File: src/rtl/uart_tx_if.sv
// uart_tx_if: byte handshake and per-frame parity controls between a producer and uart_tx.
// Revision 1.0
`default_nettype none

interface uart_tx_if;
  logic [7:0] data_i;
  logic       valid_i;
  logic       ready_o;
  logic       parity_en_i;
  logic       parity_odd_i;

  modport master (
    output data_i,
    output valid_i,
    output parity_en_i,
    output parity_odd_i,
    input  ready_o
  );

  modport slave (
    input  data_i,
    input  valid_i,
    input  parity_en_i,
    input  parity_odd_i,
    output ready_o
  );
endinterface

`default_nettype wire

File: src/rtl/uart_tx.sv
// uart_tx: 8-bit UART transmitter, start/8 data LSB first/optional parity/stop, PSCALER*DIV sysclk per bit.
// Revision 1.0
`default_nettype none

module uart_tx #(
  parameter int N       = 8,
  parameter int PSCALER = 1,
  parameter int DIV     = 10
) (
  input  wire logic  sysclk,
  input  wire logic  reset_n,
  uart_tx_if.slave   bus,
  output logic       tx_o,
  output logic       busy_o,
  output logic       done_o
);

  localparam int TW = (DIV > 1) ? $clog2(DIV) : 1;
  localparam logic [N-1:0]  C_PS_LAST  = N'(PSCALER - 1);
  localparam logic [TW-1:0] C_DIV_LAST = TW'(DIV - 1);

  typedef enum logic [2:0] {
    ST_IDLE   = 3'd0,
    ST_START  = 3'd1,
    ST_DATA   = 3'd2,
    ST_PARITY = 3'd3,
    ST_STOP   = 3'd4
  } state_t;

  state_t        state_q;
  logic [N-1:0]  presc_q;
  logic [TW-1:0] tick_q;
  logic [2:0]    idx_q;
  logic [7:0]    data_q;
  logic          par_en_q;
  logic          par_odd_q;
  logic          tx_q;
  logic          ready_q;
  logic          done_q;

  logic          presc_wrap;
  logic          bit_end;
  logic [2:0]    idx_nxt;

  // A single-cycle prescaler never counts; every sysclk is a tick.
  generate
    if (PSCALER == 1) begin : g_presc_bypass
      assign presc_wrap = 1'b1;
    end else begin : g_presc_count
      assign presc_wrap = (presc_q == C_PS_LAST);
    end
  endgenerate

  assign bit_end = presc_wrap && (tick_q == C_DIV_LAST);
  assign idx_nxt = idx_q + 3'd1;

  always_ff @(posedge sysclk) begin
    if (!reset_n) begin
      state_q   <= ST_IDLE;
      presc_q   <= '0;
      tick_q    <= '0;
      idx_q     <= '0;
      data_q    <= '0;
      par_en_q  <= 1'b0;
      par_odd_q <= 1'b0;
      tx_q      <= 1'b1;
      ready_q   <= 1'b1;
      done_q    <= 1'b0;
    end else begin
      done_q <= 1'b0;
      case (state_q)
        ST_IDLE: begin
          if (bus.valid_i) begin
            data_q    <= bus.data_i;
            par_en_q  <= bus.parity_en_i;
            par_odd_q <= bus.parity_odd_i;
            state_q   <= ST_START;
            tx_q      <= 1'b0;
            ready_q   <= 1'b0;
            presc_q   <= '0;
            tick_q    <= '0;
            idx_q     <= '0;
          end
        end

        ST_START, ST_DATA, ST_PARITY, ST_STOP: begin
          if (presc_wrap) begin
            presc_q <= '0;
            tick_q  <= bit_end ? '0 : tick_q + TW'(1);
          end else begin
            presc_q <= presc_q + N'(1);
          end

          if (bit_end) begin
            case (state_q)
              ST_START: begin
                state_q <= ST_DATA;
                idx_q   <= '0;
                tx_q    <= data_q[0];
              end
              ST_DATA: begin
                if (idx_q == 3'd7) begin
                  idx_q <= '0;
                  if (par_en_q) begin
                    state_q <= ST_PARITY;
                    tx_q    <= (^data_q) ^ par_odd_q;
                  end else begin
                    state_q <= ST_STOP;
                    tx_q    <= 1'b1;
                  end
                end else begin
                  idx_q <= idx_nxt;
                  tx_q  <= data_q[idx_nxt];
                end
              end
              ST_PARITY: begin
                state_q <= ST_STOP;
                tx_q    <= 1'b1;
              end
              ST_STOP: begin
                state_q <= ST_IDLE;
                tx_q    <= 1'b1;
                ready_q <= 1'b1;
                done_q  <= 1'b1;
              end
              default: begin
                state_q <= ST_IDLE;
              end
            endcase
          end
        end

        // Unreachable encodings recover to a clean idle line.
        default: begin
          state_q <= ST_IDLE;
          presc_q <= '0;
          tick_q  <= '0;
          idx_q   <= '0;
          tx_q    <= 1'b1;
          ready_q <= 1'b1;
        end
      endcase
    end
  end

  assign bus.ready_o = ready_q;
  assign busy_o      = ~ready_q;
  assign tx_o        = tx_q;
  assign done_o      = done_q;

endmodule

`default_nettype wire

File: src/flat_wrapper.sv
// flat-port wrapper written by rule: the top's interface ports become plain ports
module uart_tx_flat 
#(
  parameter int N       = 8,
  parameter int PSCALER = 1,
  parameter int DIV     = 10
)
  (sysclk, reset_n, tx_o, busy_o, done_o, bus_data_i, bus_valid_i, bus_parity_en_i, bus_parity_odd_i, bus_ready_o);
  uart_tx_if bus_i ();
  input  wire logic sysclk;
  input  wire logic reset_n;
  output logic tx_o;
  output logic busy_o;
  output logic done_o;
  input wire logic [$bits(bus_i.data_i)-1:0] bus_data_i;
  input wire logic [$bits(bus_i.valid_i)-1:0] bus_valid_i;
  input wire logic [$bits(bus_i.parity_en_i)-1:0] bus_parity_en_i;
  input wire logic [$bits(bus_i.parity_odd_i)-1:0] bus_parity_odd_i;
  output wire logic [$bits(bus_i.ready_o)-1:0] bus_ready_o;
  assign bus_i.data_i = bus_data_i;
  assign bus_i.valid_i = bus_valid_i;
  assign bus_i.parity_en_i = bus_parity_en_i;
  assign bus_i.parity_odd_i = bus_parity_odd_i;
  assign bus_ready_o = bus_i.ready_o;
  uart_tx #(.N(N), .PSCALER(PSCALER), .DIV(DIV)) u_core (.sysclk(sysclk), .reset_n(reset_n), .bus(bus_i), .tx_o(tx_o), .busy_o(busy_o), .done_o(done_o));
endmodule
File: config.mk
export PLATFORM = sky130hd
export DESIGN_NAME = uart_tx_flat
export DESIGN_NICKNAME = d
export VERILOG_FILES = /design/src/rtl/uart_tx_if.sv /design/src/rtl/uart_tx.sv /design/src/flat_wrapper.sv
export SDC_FILE = /design/constraint.sdc
export NUM_CORES = 1
export LEC_CHECK = 0
export CAP_MARGIN = 20
export CORE_MARGIN = 2
export CORE_UTILIZATION = 25
export DETAILED_ROUTE_END_ITERATION = 8
export PLACE_DENSITY_LB_ADDON = 0.15
export SLEW_MARGIN = 10
export SYNTH_ARGS = -nofsm -noshare
export SYNTH_HDL_FRONTEND = slang
export SYNTH_SLANG_ARGS = --single-unit
File: constraint.sdc
create_clock -name sysclk -period 2.4 [get_ports sysclk]
set_input_delay 0.6 -clock sysclk [delete_from_list [all_inputs] [get_ports sysclk]]
set_output_delay 0.6 -clock sysclk [all_outputs]
set_load 0.01 [all_outputs]
==> metrics.cfg <==
[placed_design]
hpwl_um = 2170
dp_slack_ps = 59.3
place.gp.congestion = 0.783
io_buffers = 16

[layout]
final_nets = 176
syn2layout_area_growth_pct = 23.5
num_antenna_cells = 0
fillers = 525
utilization_pct = 32.4
drive_gt1_share_pct = 10.1

[cts]
cts_tree = done
insertion_delay_ps = 270
cts_buffer_depth = 2
hold_buffers = 0
path_clk_slew_ps = 90
htreeDepth = 1
post-cts-setup-buffers = 0
cts_made_buffers = 3
cts_resized = 0
clockRootBuffer = clkbuf_8
cts_sinks = 23

[routing]
wire_per_inst_um = 12.2
avgViaCountPerCell = 4.65
routed_wirelength_um = 2750
drtPass1Iterations = 4
antenna_left = 0
initialDrtViolationCount = 18
vias = 1046
drcViolationCount = 0

[floorplanning]
io_pins = 17
dieArea_mm2 = 0.00557
start_util_pct = 26.2
std_cell_rows = 25
die_x_um = 74.6
core_mm2 = 0.00475
chipHeight_um = 74.6

[sta]
layout_worst_path_cycle_share_pct = 86.5
whs_ps = 470
slew_headroom_pct = 67.6
fin_skew_ps = 7.95
rsz0062_at_grt = no
tns_ps = 0
finalHoldViolCount = 0
min_period_ps = 2080
setup_viol = 0
worstMarginPinSlew_ps = 485
worst_slack_ps = 324
fmax_mhz = 482
drv_slew = 0

[logic_synthesis]
yosysSeqAreaShare_pct = 36.9
synth_area_mm2 = 0.00125
synth_fa_ha_area_share_pct = 4.01
synth-simple-area-share_pct = 22.2
synthCells = 140
yosys.area_share.xor_xnor_pct = 7.82
synth_mux_area_share_pct = 5.42
synth-seq-cells = 23
synth_compound_area_share_pct = 19.8
yosysWarnings = 0
synthesis.nets = 157
syn_area_per_cell_um2 = 8.91
synth.distinct_cells = 41
synth_top_family_by_area = simple AND/OR/NAND/NOR gates

[global_routing]
grt_start_max_net_pins = 17
grt_overflow_total = 0
antenna_found_initial = 0
grt_pass1_vias = 1003
grt.total_usage_pct = 11.2
grt_pass1_wl_um = 4790

[run_status]
status = finished clean

[min_path]
min_path_type = reg -> reg

[pwr]
power.density_mw_per_mm2 = 594
total_power_mw = 0.914
irDropWorstVdd_mv = 0.267
p_leak_nw = 0.567

[job]
maxCapViolCount = 0

[worst_setup_path]
cp_max_fo = 5
required_ps = 2590
arrival_ps = 2270
crit_path_end_kind = flop
crit_type = in -> reg
startpoint_type = input pin

-- metrics by stage --
step	cells	area, um2
final	225	1540
after global routing	225	1540
after floorplan	140	1250
after detailed placement	221	1500
after CTS	225	1540
after global placement	221	1500
-- power by group --
group          internal, mW  total [mW]  switching (mW)
clock network         0.119       0.247           0.128
registers             0.411       0.450          0.0387
logic                 0.120       0.218          0.0975
total                 0.650       0.914           0.265
-- path summary, 6_finish.rpt --
path	startpoint	to	slack [ps]	depth (start not counted)
max	bus_valid_i	u_core.idx_q[1]$_SDFFE_PN0P_	320	5
min	u_core.par_en_q$_SDFFE_PN0P_	u_core.par_en_q$_SDFFE_PN0P_	470	2
max reg2reg	u_core.idx_q[0]$_SDFFE_PN0P_	u_core.tx_o$_SDFFE_PN1P_	510	5
min reg2reg	u_core.par_en_q$_SDFFE_PN0P_	u_core.par_en_q$_SDFFE_PN0P_	470	2
-- state kept, by name, summed over array words and instances, names as in the netlist --
name / count
u_core.bus.ready_o: 1
u_core.par_odd_q: 1
u_core.tx_o: 1
u_core.data_q: 8
u_core.par_en_q: 1
u_core.tick_q: 4
u_core.state_q: 3
u_core.done_o: 1
u_core.idx_q: 3
-- routing by layer --
layer | routed length, um | GRT usage (%) | vias up
met3 | 125 | 2.95 | 6
met4 | 41 | 3.37 | 0
li1 | - | - | 543
met1 | 1300 | 14.9 | 477
met2 | 1280 | 18.0 | 20
met5 | 0 | 0 | -
-- synthesized netlist by cell type, drive strengths merged --
cell	count	share of area (%)
a2111o	2	1.8
a211o	1	0.70
a211oi	2	1.6
a21o	1	0.60
a21oi	16	6.4
a221oi	1	0.70
a31oi	1	0.50
and3b	1	0.70
and4	2	1.4
buf	3	1.2
clkbuf	3	0.90
dfxtp	23	37
ha	4	4.0
inv	6	1.8
mux2	2	1.8
mux4	2	3.6
nand2	23	6.9
nand2b	3	2.1
nand3	5	2.0
nand3b	2	1.2
nand4	2	1.0
nand4b	1	0.70
nor2	9	2.7
nor2b	1	0.50
nor3	3	1.6
o2111ai	1	0.70
o211ai	2	1.2
o21a	2	1.2
o21ai	2	0.80
o221a	1	0.90
o22ai	1	0.50
o31a	2	2.1
or3b	1	0.70
or4	1	0.60
xnor2	3	2.1
xnor3	2	3.6
xor2	3	2.1
-- area by class of cell --
type | count | area (um2) | area share (%)
multi-input cells | 105 | 738 | 47.9
well taps | 67 | 83.8 | 5.44
clock buffers | 4 | 45.0 | 2.92
inverters | 6 | 22.5 | 1.46
flip-flops and latches | 23 | 460 | 29.9
repair buffers | 20 | 190 | 12.3
-- cell families after synthesis --
kind of cell | Yosys count
compound gates | 35
xor+xnor | 8
fa+ha+maj | 4
buf+inv | 12
flops | 23
mux | 4
simple gates | 54
-- critical path, cell delays in order --
cell,delay [ps]
clkdlybuf4s50_1,540
or3b_1,370
a21o_1,230
a2111o_1,370
a21oi_1,150
-- placed cells by master (no fill, tap or decap), drive strengths merged, types with 3 or more instances in the layout --
cell | synthesis | layout
nor2 | 9 | 9
nand2b | 3 | 3
buf | 3 | 4
nor3 | 3 | 3
ha | 4 | 4
clkdlybuf4s50 | 0 | 16
xnor2 | 3 | 3
xor2 | 3 | 3
clkbuf | 3 | 4
a21oi | 16 | 16
dfxtp | 23 | 23
nand2 | 23 | 23
nand3 | 5 | 5
inv | 6 | 6
Note: power is estimated with default switching activity, not from simulation.
